==> src/rtl/p_hardisc.sv <==
// Shared types and helpers for the EX-stage sequential divider.
// Latency: none (declarations only).
// Backpressure: none (declarations only).
package p_hardisc;

    localparam int XLEN  = 32;
    localparam int CNT_W = 5;

    // Divide function encoding carried on the OPEX bus
    typedef enum logic [1:0] {
        DIVF_DIV  = 2'b00,
        DIVF_DIVU = 2'b01,
        DIVF_REM  = 2'b10,
        DIVF_REMU = 2'b11
    } div_func;

    // Divider control states, kept as plain constants for older tools
    typedef logic [1:0] div_state;
    localparam div_state DS_IDLE = 2'd0;
    localparam div_state DS_BUSY = 2'd1;
    localparam div_state DS_DONE = 2'd2;

    function automatic logic is_signed_f(input div_func f);
        return (f == DIVF_DIV) || (f == DIVF_REM);
    endfunction

    function automatic logic is_rem_f(input div_func f);
        return (f == DIVF_REM) || (f == DIVF_REMU);
    endfunction

endpackage

==> src/rtl/divider_step.sv <==
// One restoring-division iteration: shift {rem,quo} left, trial subtract, set quotient bit.
// Latency: purely combinational.
// Backpressure: none; the caller decides when to register the result.
module divider_step
    import p_hardisc::*;
(
    input  logic [XLEN-1:0] rem,
    input  logic [XLEN-1:0] quo,
    input  logic [XLEN-1:0] divisor,
    output logic [XLEN-1:0] rem_nxt,
    output logic [XLEN-1:0] quo_nxt
);

    // The shifted partial remainder needs one extra bit: rem < divisor before the shift
    logic [XLEN:0] shifted;
    logic [XLEN:0] diff;

    assign shifted = {rem, quo[XLEN-1]};
    assign diff    = shifted - {1'b0, divisor};

    // Borrow out of the trial subtract means the divisor did not fit: restore
    assign rem_nxt = diff[XLEN] ? shifted[XLEN-1:0] : diff[XLEN-1:0];
    assign quo_nxt = {quo[XLEN-2:0], ~diff[XLEN]};

endmodule

==> src/rtl/ex_divider_seq.sv <==
// Iterative radix-2 restoring divider for DIV/DIVU/REM/REMU; optional DIVIDER_EARLY_EXIT_EN macro.
// Latency: done 33 cycles after accept (1 cycle for div-by-zero/overflow when DIVIDER_EARLY_EXIT_EN).
// Backpressure: busy stalls the OP stage while iterating; hold freezes the result in DONE; flush aborts.
module ex_divider_seq
    import p_hardisc::*;
(
    input  logic            s_clk_i,
    input  logic            s_resetn_i,
    input  logic            s_start_i,
    input  logic [1:0]      s_func_i,
    input  logic [XLEN-1:0] s_op1_i,
    input  logic [XLEN-1:0] s_op2_i,
    input  logic            s_flush_i,
    input  logic            s_hold_i,
    output logic            s_busy_o,
    output logic            s_done_o,
    output logic [XLEN-1:0] s_result_o
);

    div_state         state;
    logic [CNT_W-1:0] cnt;
    div_func          func_q;
    logic [XLEN-1:0]  rem_q;
    logic [XLEN-1:0]  quo_q;
    logic [XLEN-1:0]  dvs_q;
    logic             sign_q;
    logic             sign_r;
    logic             dz_q;

    logic [XLEN-1:0]  rem_nxt;
    logic [XLEN-1:0]  quo_nxt;
    logic             in_signed;
    logic             accept;
    logic             dz_in;
    logic             early;
    logic [XLEN-1:0]  op1_abs;
    logic [XLEN-1:0]  op2_abs;
    logic [XLEN-1:0]  res;

    assign in_signed = is_signed_f(div_func'(s_func_i));
    assign accept    = (state == DS_IDLE) && s_start_i && !s_flush_i;
    assign dz_in     = (s_op2_i == '0);
    assign op1_abs   = (in_signed && s_op1_i[XLEN-1]) ? -s_op1_i : s_op1_i;
    assign op2_abs   = (in_signed && s_op2_i[XLEN-1]) ? -s_op2_i : s_op2_i;

`ifdef DIVIDER_EARLY_EXIT_EN
    // Results of these two cases are known at accept, so skip the iteration
    logic ovf_in;
    assign ovf_in = in_signed && (s_op1_i == {1'b1, {(XLEN-1){1'b0}}}) && (s_op2_i == '1);
    assign early  = dz_in || ovf_in;
`else
    assign early  = 1'b0;
`endif

    divider_step u_step (
        .rem     (rem_q),
        .quo     (quo_q),
        .divisor (dvs_q),
        .rem_nxt (rem_nxt),
        .quo_nxt (quo_nxt)
    );

    // Control FSM and datapath registers; flush overrides everything but reset
    always_ff @(posedge s_clk_i or negedge s_resetn_i) begin
        if (!s_resetn_i) begin
            state  <= DS_IDLE;
            cnt    <= '0;
            func_q <= DIVF_DIV;
            rem_q  <= '0;
            quo_q  <= '0;
            dvs_q  <= '0;
            sign_q <= 1'b0;
            sign_r <= 1'b0;
            dz_q   <= 1'b0;
        end else if (s_flush_i) begin
            state <= DS_IDLE;
        end else begin
            case (state)
                DS_IDLE: begin
                    if (s_start_i) begin
                        func_q <= div_func'(s_func_i);
                        dvs_q  <= op2_abs;
                        sign_q <= s_op1_i[XLEN-1] ^ s_op2_i[XLEN-1];
                        sign_r <= s_op1_i[XLEN-1];
                        dz_q   <= dz_in;
                        cnt    <= CNT_W'(XLEN - 1);
                        if (early) begin
                            // Preload exactly what the full iteration would have produced
                            quo_q <= dz_in ? '1 : {1'b1, {(XLEN-1){1'b0}}};
                            rem_q <= dz_in ? op1_abs : '0;
                            state <= DS_DONE;
                        end else begin
                            quo_q <= op1_abs;
                            rem_q <= '0;
                            state <= DS_BUSY;
                        end
                    end
                end
                DS_BUSY: begin
                    rem_q <= rem_nxt;
                    quo_q <= quo_nxt;
                    if (cnt == '0) begin
                        state <= DS_DONE;
                    end else begin
                        cnt <= cnt - 1'b1;
                    end
                end
                DS_DONE: begin
                    if (!s_hold_i) begin
                        state <= DS_IDLE;
                    end
                end
                default: state <= DS_IDLE;
            endcase
        end
    end

    // Sign correction; a zero divisor keeps the all-ones quotient untouched
    always_comb begin
        res = '0;
        if (is_rem_f(func_q)) begin
            res = (is_signed_f(func_q) && sign_r) ? -rem_q : rem_q;
        end else begin
            res = (is_signed_f(func_q) && sign_q && !dz_q) ? -quo_q : quo_q;
        end
    end

    assign s_busy_o   = accept || (state == DS_BUSY);
    assign s_done_o   = (state == DS_DONE) && !s_flush_i;
    assign s_result_o = s_done_o ? res : '0;

endmodule
==> config.mk <==
export PLATFORM = sky130hd
export DESIGN_NAME = ex_divider_seq
export DESIGN_NICKNAME = d
export VERILOG_FILES = /design/src/rtl/p_hardisc.sv /design/src/rtl/divider_step.sv /design/src/rtl/ex_divider_seq.sv
export SDC_FILE = /design/constraint.sdc
export NUM_CORES = 1
export LEC_CHECK = 0
export BUFFER_PORTS_ARGS = -buffer_cell sky130_fd_sc_hd__buf_2
export CAP_MARGIN = 20
export CORE_UTILIZATION = 40
export DETAILED_ROUTE_END_ITERATION = 10
export PLACE_DENSITY = 0.56
export SLEW_MARGIN = 20
export SYNTH_ARGS = -nofsm -noshare
export SYNTH_HDL_FRONTEND = slang
export SYNTH_SLANG_ARGS = --single-unit
==> constraint.sdc <==
create_clock -name s_clk_i -period 3.05 [get_ports s_clk_i]
set_input_delay 0.4575 -clock s_clk_i [delete_from_list [all_inputs] [get_ports s_clk_i]]
set_output_delay 0.4575 -clock s_clk_i [all_outputs]
set_load 0.1 [all_outputs]
==> impl_results.md, run 1 <==
* Status: complete, but fails checks
* Violated checks: negative setup slack
* Async set-reset flop share out of synthesis at 1.00
* Nets at between 1,500 and 2,000
* Post-Route WL at between 20 and 30 mm
* Maximum vdd drop at approximately 0.47 mV
* WL/cell at 16.0 um
* Initial antenna violation count at 0
* Worst Hold Class: in2async
* First-pass GRT wire length at around 46 mm
* CP endpoint kind: output port
* # diodes at 0
* Area of the core at 0.0229 sq mm
* Critical Path Source: rem_q[11]
* Worst R2R Start: dvs_q[0]
* Root buffer cell: clkbuf_16
* Pwr Density at slightly below 900 mW/mm^2
* Register area share after synthesis at 0.285
* Detailed Routing Iterations Pass 1 at 5
* Worst EP arrival at 3090 ps
* Worst-Margin Slew at 927 ps
* Worst-path clk slew at around 70 ps
* Synth-to-layout area growth at 36.3%
* Synth Register Bits at around 110
* Ys Warns at 0
* GPL Wtd Cong at between 0.8 and 0.9
* Final Hold Fails at 0
* Global Route Usage Sum at 0.239
* Final ANT Viol Nets at 0
* CTS tree: built
* Commonest cells post-synth: nand2_1 (164), nor2_1 (143), o21ai_0 (134), a21oi_1 (118), dfrtp_1 (108)
* Synth top area cells: dfrtp_1 (29%), xnor2_1 (8.1%), o21ai_0 (7.1%)
* Drt drc at 0
* Synth Area per Inst at between 7 and 8 sq um
* Vias at around 9,300
* Die width at 156 um
* Row cnt at 55
* Fin worst setup slack at -494 ps
* Initial Util at 0.413
* H-tree depth at 3
* Fin. max-slew vios at 0
* Max Clk Rate at about 280 MHz
* Top_reg_cell synth: dfrtp_1
* Largest net degree at the start of global routing at between 60 and 70
* Vias per inst at 5.29
* Ports at 105
* Top cell type's share of synthesized area at 0.285
* Vias in the first global route at 9,072
* Layout cells sized above 1 at 0.261
* Max FO, Critical Path at 3
* Cell count after synthesis at roughly 1,300
* Clock power frac at 0.111
* Crit Path Class: reg2out
* Cts bufs inserted at 9
* Cell area after synthesis at 0.00947 sq mm
* Cts hold-fix bufs at 0
* Setup-failing EPs final at between 40 and 50
* Flop pwr share at 0.192
* Clk buf depth at 2
* Max_cap viols at 0
* Netlist cell types at 70
* CP startpoint kind: flop
* Sw Pwr at 5.26 mW
* Largest area contributor in the netlist: dfrtp_1
* Die area at about 0.024 sq mm
* Iter 0 DRT Violations at approximately 400
* Worst EP required at around 2600 ps
* Crit share post-route at 1.16
* RSZ-0062 raised after global routing: yes
* Comb power frac at 0.697
* Slew headroom at 0.382
* Setup Slack @ Placement at -228 ps
* Post-DP Area at 0.0120 sq mm
* Post-DP HPWL at around 22 mm
* Int Power at 6.21 mW
* GRT Residual Overflow at 0
* Die height at 156 um
* Syn Nets at around 1,400
* CTS sink count at around 110
* Most frequent cell after synthesis: nand2_1
* Static Leak at between 5 and 6 nW
* Final min period at 3540 ps
* Cell area after layout at approximately 0.013 sq mm
* Clock Skews at 8.05 ps
* Post-synth EDFFs at 0
* PortBufs at ~100
* Clock latency on the worst-skew pair at around 360 ps
* Sw frac at 0.459
-- worst max-delay path: stages, from the launching register on --
cell and delay [ps]:
dfrtp_1 380, or3_4 380, or3_4 360, nor3b_4 230
nand2_2 80, or4_4 460, o41ai_4 230, xnor2_1 170
mux2i_1 140, nor2_4 120, buf_12 180
-- registers in the layout (all words and copies together), names as in the netlist, 2 cells and up --
name / flops
dvs_q: 32
state: 2
rem_q: 32
quo_q: 32
cnt: 5
func_q: 2
-- power groups by stage --
stage / registers, mW / clock network (mW) / logic (mW)
final: 2.21 / 1.28 / 7.99
after global placement: 2.20 / 0 / 6.86
after global routing: 2.26 / 1.35 / 8.76
after floorplan: 2.16 / 0 / 4.71
after detailed placement: 2.20 / 0 / 6.91
after CTS: 2.19 / 1.29 / 7.41
-- repair_timing --
item                                    4_1_cts  5_1_grt
endpoints found under the setup margin       49       57
gates cloned                                  2        2
pin swaps                                    32       40
setup buffers                                 6        5
gates resized for setup                      40       75
-- cell type report --
type                    instances  area (sq um)
clock buffers                  10           239
well taps                     313           392
inverters                      61           229
flip-flops and latches        108          2700
clock inverters                 6          70.1
multi-input cells            1023          7080
repair buffers                246          2190
fillers                      2118         10000
-- through the flow --
step | total power, mW | hold WS [ps] | cells | TNS (ps) | util
after floorplan | 6.87 | 162 | 1255 | -1870 | -
after global routing | 12.4 | 144 | 1767 | -17330 | 0.563
after detailed placement | 9.11 | 470 | 1737 | -5480 | 0.525
after CTS | 10.9 | 110 | 1761 | -5740 | 0.549
final | 11.5 | 91.3 | 1767 | -11070 | 0.563
after global placement | 9.05 | 464 | 1737 | -3190 | 0.525
-- kinds of logic after synthesis --
group | count (synthesis) | share of synthesized area
flops | 108 | 0.285
compound gates | 372 | 0.232
fa+ha+maj | 39 | 0.0523
simple gates | 433 | 0.209
mux | 33 | 0.0349
xor+xnor | 146 | 0.136
buf+inv | 124 | 0.0506
-- path summary, 6_finish.rpt --
path / end / slack [ps] / depth (start not counted)
max in group asynchronous: quo_q[19] / 2170 / 2
hold reg to reg: dvs_q[12] / 480 / 2
setup / recovery: s_result_o[29] / -490 / 10
min in group s_clk_i: func_q[1] / 290 / 3
setup reg to reg: rem_q[7] / -240 / 12
hold / removal: quo_q[25] / 90 / 1
-- cell usage in the layout, fill, tap and decap left out, types with 37 or more instances in the layout --
master | Yosys | routed
ha_1 | 38 | 37
dfrtp_1 | 108 | 107
nand2_1 | 164 | 157
xor2_1 | 57 | 56
nor2_1 | 143 | 126
inv_1 | 61 | 60
xnor2_1 | 88 | 79
o21ai_0 | 134 | 110
buf_2 | 1 | 72
a21oi_1 | 118 | 107
buf_4 | 3 | 125
-- routing by layer --
| layer | vias up | wire length [um] | part of all wire | track usage |
|---|---|---|---|---|
| met1 | 4428 | 13400 | 0.47 | 0.321 |
| li1 | 4759 | - | - | - |
| met2 | 133 | 13900 | 0.49 | 0.413 |
| met5 | - | 0 | 0 | 0 |
| met3 | 19 | 667 | 0.024 | 0.0250 |
| met4 | 0 | 307 | 0.011 | 0.0467 |
No activity file was read; power rests on OpenSTA's default activity.
==> inputs of run 2 (changes only) <==
--- a/config.mk
+++ b/config.mk
@@ -10,6 +10,7 @@
 export CORE_UTILIZATION = 40
 export DETAILED_ROUTE_END_ITERATION = 10
 export PLACE_DENSITY = 0.56
+export SETUP_SLACK_MARGIN = 0.15
 export SLEW_MARGIN = 20
 export SYNTH_ARGS = -nofsm -noshare
 export SYNTH_HDL_FRONTEND = slang
==> impl_results.md, run 2 (synthesized netlist as in run 1, its figures left out) <==
* Static Leak at between 5 and 6 nW
* Worst-Margin Slew at ~870 ps
* Post-DP HPWL at approximately 22 mm
* Largest net degree at the start of global routing at 78
* Routed met1 length at 13.3 mm
* Most frequent cells in the layout: nand2_1 (154), buf_4 (139), nor2_1 (126)
* Initial Util at 0.413
* PortBufs at roughly 100
* # diodes at 0
* Max Clk Rate at approximately 280 MHz
* WL/cell at between 15 and 20 um
* Vias per inst at around 5.4
* Final ANT Viol Nets at 0
* CP endpoint kind: output port
* Sw frac at 0.457
* H-tree depth at 3
* GPL Wtd Cong at 0.886
* Cell area after layout at 0.0130 sq mm
* GRT Residual Overflow at 0
* Initial antenna violation count at 0
* Clock Skews at about 7.1 ps
* Non-Filler Instances at roughly 1,800
* CP startpoint kind: flop
* Comb power frac at 0.718
* Cts bufs inserted at 9
* Metal2 WL at 14.0 mm
* Placed insts at 1,739
* Layout cells sized above 1 at 0.272
* Ports at 105
* Final min period at between 3000 and 4000 ps
* Pwr Density at between 900 and 1000 mW/mm^2
* Filler Cell Count at around 2,100
* RSZ-0062 raised after global routing: yes
* Worst EP arrival at 3130 ps
* Clock latency on the worst-skew pair at ~360 ps
* Max FO, Critical Path at 3
* Fin worst setup slack at -536 ps
* R2R Setup Slk at -200 ps
* Worst R2R Start: dvs_q[0]
* Worst EP required at 2590 ps
* Crit share post-route at 1.18
* Worst r2r dst: rem_q[10]
* Status: complete, but fails checks
* Post-Route WL at around 29 mm
* Crit Path Class: reg2out
* Clk buf depth at 2
* Largest registers: dvs_q x32, quo_q x32, rem_q x32
* First-pass GRT wire length at between 40 and 50 mm
* Max_cap viols at 0
* Fin. max-slew vios at 0
* CTS sink count at approximately 110
* Setup-failing EPs final at 50
* Sw Pwr at roughly 5.4 mW
* Die height at roughly 160 um
* Cts hold-fix bufs at 0
* Final Hold Fails at 0
* Worst-path clk slew at 80 ps
* Clock power frac at 0.095
* Violated checks: negative setup slack
* Die width at 156 um
* Row cnt at 55
* Top Layer Used: met4
* Slew headroom at 0.421
* Vias in the first global route at 9,275
* Die area at between 0.02 and 0.025 sq mm
* Int Power at roughly 6.5 mW
* Area of the core at about 0.023 sq mm
* Root buffer cell: clkbuf_16
* Commonest non-fill, non-tap cell in the layout: nand2_1
* Nets at 1,577
* Maximum vdd drop at 0.756 mV
* Detailed Routing Iterations Pass 1 at 5
* Flop pwr share at 0.187
* Vias at between 9,000 and 10,000
* CTS tree: built
* Fin Hold WS at about 32 ps
* Final core occ at 0.569
* Iter 0 DRT Violations at around 500
* Global Route Usage Sum at 0.244
* Post-DP Area at ~0.012 sq mm
* Met3 WL at roughly 940 um
* Drt drc at 0
* Total power at about 12 mW
* Cells on worst reg2reg path at 13
* Worst Hold Class: in2async
* Synth-to-layout area growth at 37.6%
==> run 2: worst max-delay path by stage <==
stage,end,depth (start not counted),from
after floorplan,s_result_o[26],8,rem_q[11]
after CTS,s_result_o[29],10,rem_q[11]
final,s_result_o[30],10,rem_q[11]
after global routing,s_result_o[29],10,rem_q[11]
after global placement,s_result_o[29],10,rem_q[11]
after detailed placement,s_result_o[29],10,rem_q[11]
==> run 2: stage by stage <==
step | TNS (ps) | worst slack (ps)
after floorplan | -1800 | -458
after global placement | -1420 | -125
after detailed placement | -1940 | -145
after CTS | -5850 | -542
after global routing | -16770 | -690
final | -10450 | -536
==> run 2: layout make-up <==
| class | count | area, sq um | area share |
|---|---|---|---|
| multi-input cells | 1023 | 7110 | 0.545 |
| clock inverters | 5 | 30.0 | 0.00230 |
| flip-flops and latches | 108 | 2710 | 0.208 |
| well taps | 313 | 392 | 0.0300 |
| clock buffers | 10 | 229 | 0.0176 |
| repair buffers | 264 | 2340 | 0.179 |
| inverters | 61 | 229 | 0.0176 |
==> run 2: worst max-delay path, cell delays in order (launching register included) <==
cell and delay, ps:
dfrtp_1 380, or3_4 380, or3_4 360, or3_4 360, nand2b_4 170, nor4_4 370, a21oi_2 100, xor2_1 160
mux2i_1 260, nor2_4 60, buf_12 180
==> run 2: power groups by stage <==
stage,Clock [mW],Sequential (mW),Combinational (mW)
after floorplan,0,2.16,4.78
after global placement,0,2.23,6.95
after detailed placement,0,2.24,7.01
after CTS,1.15,2.22,8.03
after global routing,1.20,2.29,9.28
final,1.13,2.23,8.56
==> run 2: per-layer routing <==
layer	up-vias	GRT usage
li1	4803	-
met3	31	0.0267
met1	4607	0.328
met4	0	0.0724
met2	165	0.410
met5	-	0
==> run 2: repair_timing <==
item,in CTS,in global routing
endpoints found under the hold margin,0,0
resized for setup,62,52
pin swaps,29,48
cloned,4,0
endpoints found under the setup margin,57,61
buffers inserted,6,20
==> inputs of run 3 (changes only) <==
--- a/config.mk
+++ b/config.mk
@@ -10,7 +10,7 @@
 export CORE_UTILIZATION = 40
 export DETAILED_ROUTE_END_ITERATION = 10
 export PLACE_DENSITY = 0.56
-export SETUP_SLACK_MARGIN = 0.15
+export SETUP_SLACK_MARGIN = 0.02
 export SLEW_MARGIN = 20
 export SYNTH_ARGS = -nofsm -noshare
 export SYNTH_HDL_FRONTEND = slang
==> constraint.sdc (replaced) <==
create_clock -name s_clk_i -period 3.05 [get_ports s_clk_i]
set_input_delay 0.4575 -clock s_clk_i [delete_from_list [all_inputs] [get_ports s_clk_i]]
set_output_delay 0.4575 -clock s_clk_i [all_outputs]
set_load 0.01 [all_outputs]
==> impl_results.md, run 3 (synthesized netlist as in run 1, its figures left out) <==
* Status: complete, but fails checks
* Violated checks: negative setup slack
* Initial Util at 0.413
* Crit share post-route at 1.11
* Fin worst setup slack at -347 ps
* CP startpoint kind: flop
* Vias at roughly 9,300
* Clock Skews at about 7.0 ps
* Setup Slack @ Placement at -144 ps
* Final min period at 3400 ps
* GPL Wtd Cong at ~0.87
* Commonest non-fill, non-tap cell in the layout: nand2_1
* PortBufs at 104
* Row cnt at 55
* Slew headroom at 0.461
* Worst Hold Class: in2async
* Post-Route WL at between 20 and 30 mm
* Area of the core at approximately 0.023 sq mm
* Synth-to-layout area growth at 25.6%
* Final ANT Viol Nets at 0
* Fin. max-slew vios at 0
* Max_cap viols at 0
* Worst EP arrival at ~3000 ps
* RSZ-0062 raised after global routing: yes
* Largest registers: dvs_q x32, quo_q x32, rem_q x32
* Non-Filler Instances at about 1,800
* Vias per inst at about 5.3
* Iter 0 DRT Violations at between 400 and 500
* Cts hold-fix bufs at 0
* Largest net degree at the start of global routing at between 60 and 70
* Fin Hold WS at between 60 and 70 ps
* H-tree depth at 3
* Clock latency on the worst-skew pair at 360 ps
* Cts bufs inserted at 9
* Placed insts at roughly 1,700
* Layout cells sized above 1 at 0.213
* Worst-path clk slew at 80 ps
* Crit Path Class: reg2out
* Detailed Routing Iterations Pass 1 at 7
* Worst-Margin Slew at 808 ps
* Drt drc at 0
* WL/cell at between 15 and 20 um
* Final Hold Fails at 0
* GRT Residual Overflow at 0
* Ports at between 100 and 150
* Setup-failing EPs final at 49
* Filler Cell Count at around 2,200
* Clk buf depth at 2
* CTS tree: built
* Initial antenna violation count at 0
* Vias in the first global route at between 9,000 and 10,000
* Root buffer cell: clkbuf_16
* Max FO, Critical Path at 3
* Max Clk Rate at between 200 and 300 MHz
* Total power at 11.4 mW
* Post-DP HPWL at 21.9 mm
* Die height at 156 um
* CTS sink count at 108
* CP endpoint kind: output port
* Die width at approximately 160 um
* Global Route Usage Sum at 0.241
* Die area at approximately 0.024 sq mm
* Most frequent cells in the layout: nand2_1 (157), nor2_1 (142), a21oi_1 (115)
* Static Leak at roughly 5.4 nW
* Nets at between 1,500 and 2,000
* Maximum vdd drop at around 0.74 mV
* First-pass GRT wire length at roughly 46 mm
* Worst EP required at approximately 2600 ps
* # diodes at 0
* Pwr Density at roughly 960 mW/mm^2
[run 3: cell count changes in the layout (fill, tap and decap cells not counted), moves of 8 or more]
| cell | delta |
|---|---|
| buf_6 | -9 |
| a21oi_1 | +8 |
| buf_12 | -27 |
| nor2_4 | -11 |
| a211oi_1 | +16 |
| buf_2 | +30 |
| a211oi_4 | -16 |
| buf_4 | -27 |
| nor2_1 | +16 |
[run 3: layer usage]
layer  GRT usage  vias up  wire [um]
met2       0.415      141      13900
li1            -     4751          -
met3      0.0256       18        807
met1       0.327     4432      13600
met5           0        -          0
met4      0.0444        0        243
[run 3: layout make-up]
class	instances	area (sq um)	share of cell area
multi-input combinational	1023	6630	0.557
tap	313	392	0.0329
sequential	108	2700	0.227
clock buffer	12	267	0.0224
clock inverter	4	70.1	0.00589
inverter	61	229	0.0192
timing repair buffer	230	1600	0.135
[run 3: final timing paths]
path	slack [ps]	cells past startpoint	start	end
min in group s_clk_i	290	2	s_flush_i	state[1]
worst max-delay path	-350	10	rem_q[11]	s_result_o[29]
worst max register to register	-270	13	dvs_q[0]	rem_q[8]
worst min register to register	480	2	dvs_q[7]	dvs_q[7]
max in group asynchronous	2280	2	s_resetn_i	rem_q[17]
worst min-delay path	70	1	s_resetn_i	quo_q[24]
[run 3: timing repair]
action / in CTS / in global routing
buffers inserted: 8 / 6
pin swaps: 25 / 31
endpoints found under the setup margin: 50 / 54
cloned: 4 / 0
resized for setup: 59 / 39
[run 3: critical path, cell delays in order (launching register included)]
cell and delay, ps:
dfrtp_1 380, or3_4 390, or3_4 370, nor3b_4 220, nand2_2 80, or4_4 460, o41ai_4 230, xnor2_1 150
mux2i_1 90, nor2_1 80, buf_2 130
[run 3: power breakdown]
group / internal (mW) / switching, mW
combinational: 3.80 / 3.96
sequential: 1.77 / 0.472
clock: 0.786 / 0.571
[run 3: metrics by stage]
stage,cell area (sq um),util,TNS (ps)
after CTS,11700,0.512,-4860
after global routing,11900,0.519,-16400
after floorplan,9480,-,0
final,11900,0.519,-9390
after detailed placement,11000,0.481,-2840
after global placement,11000,0.481,-1520
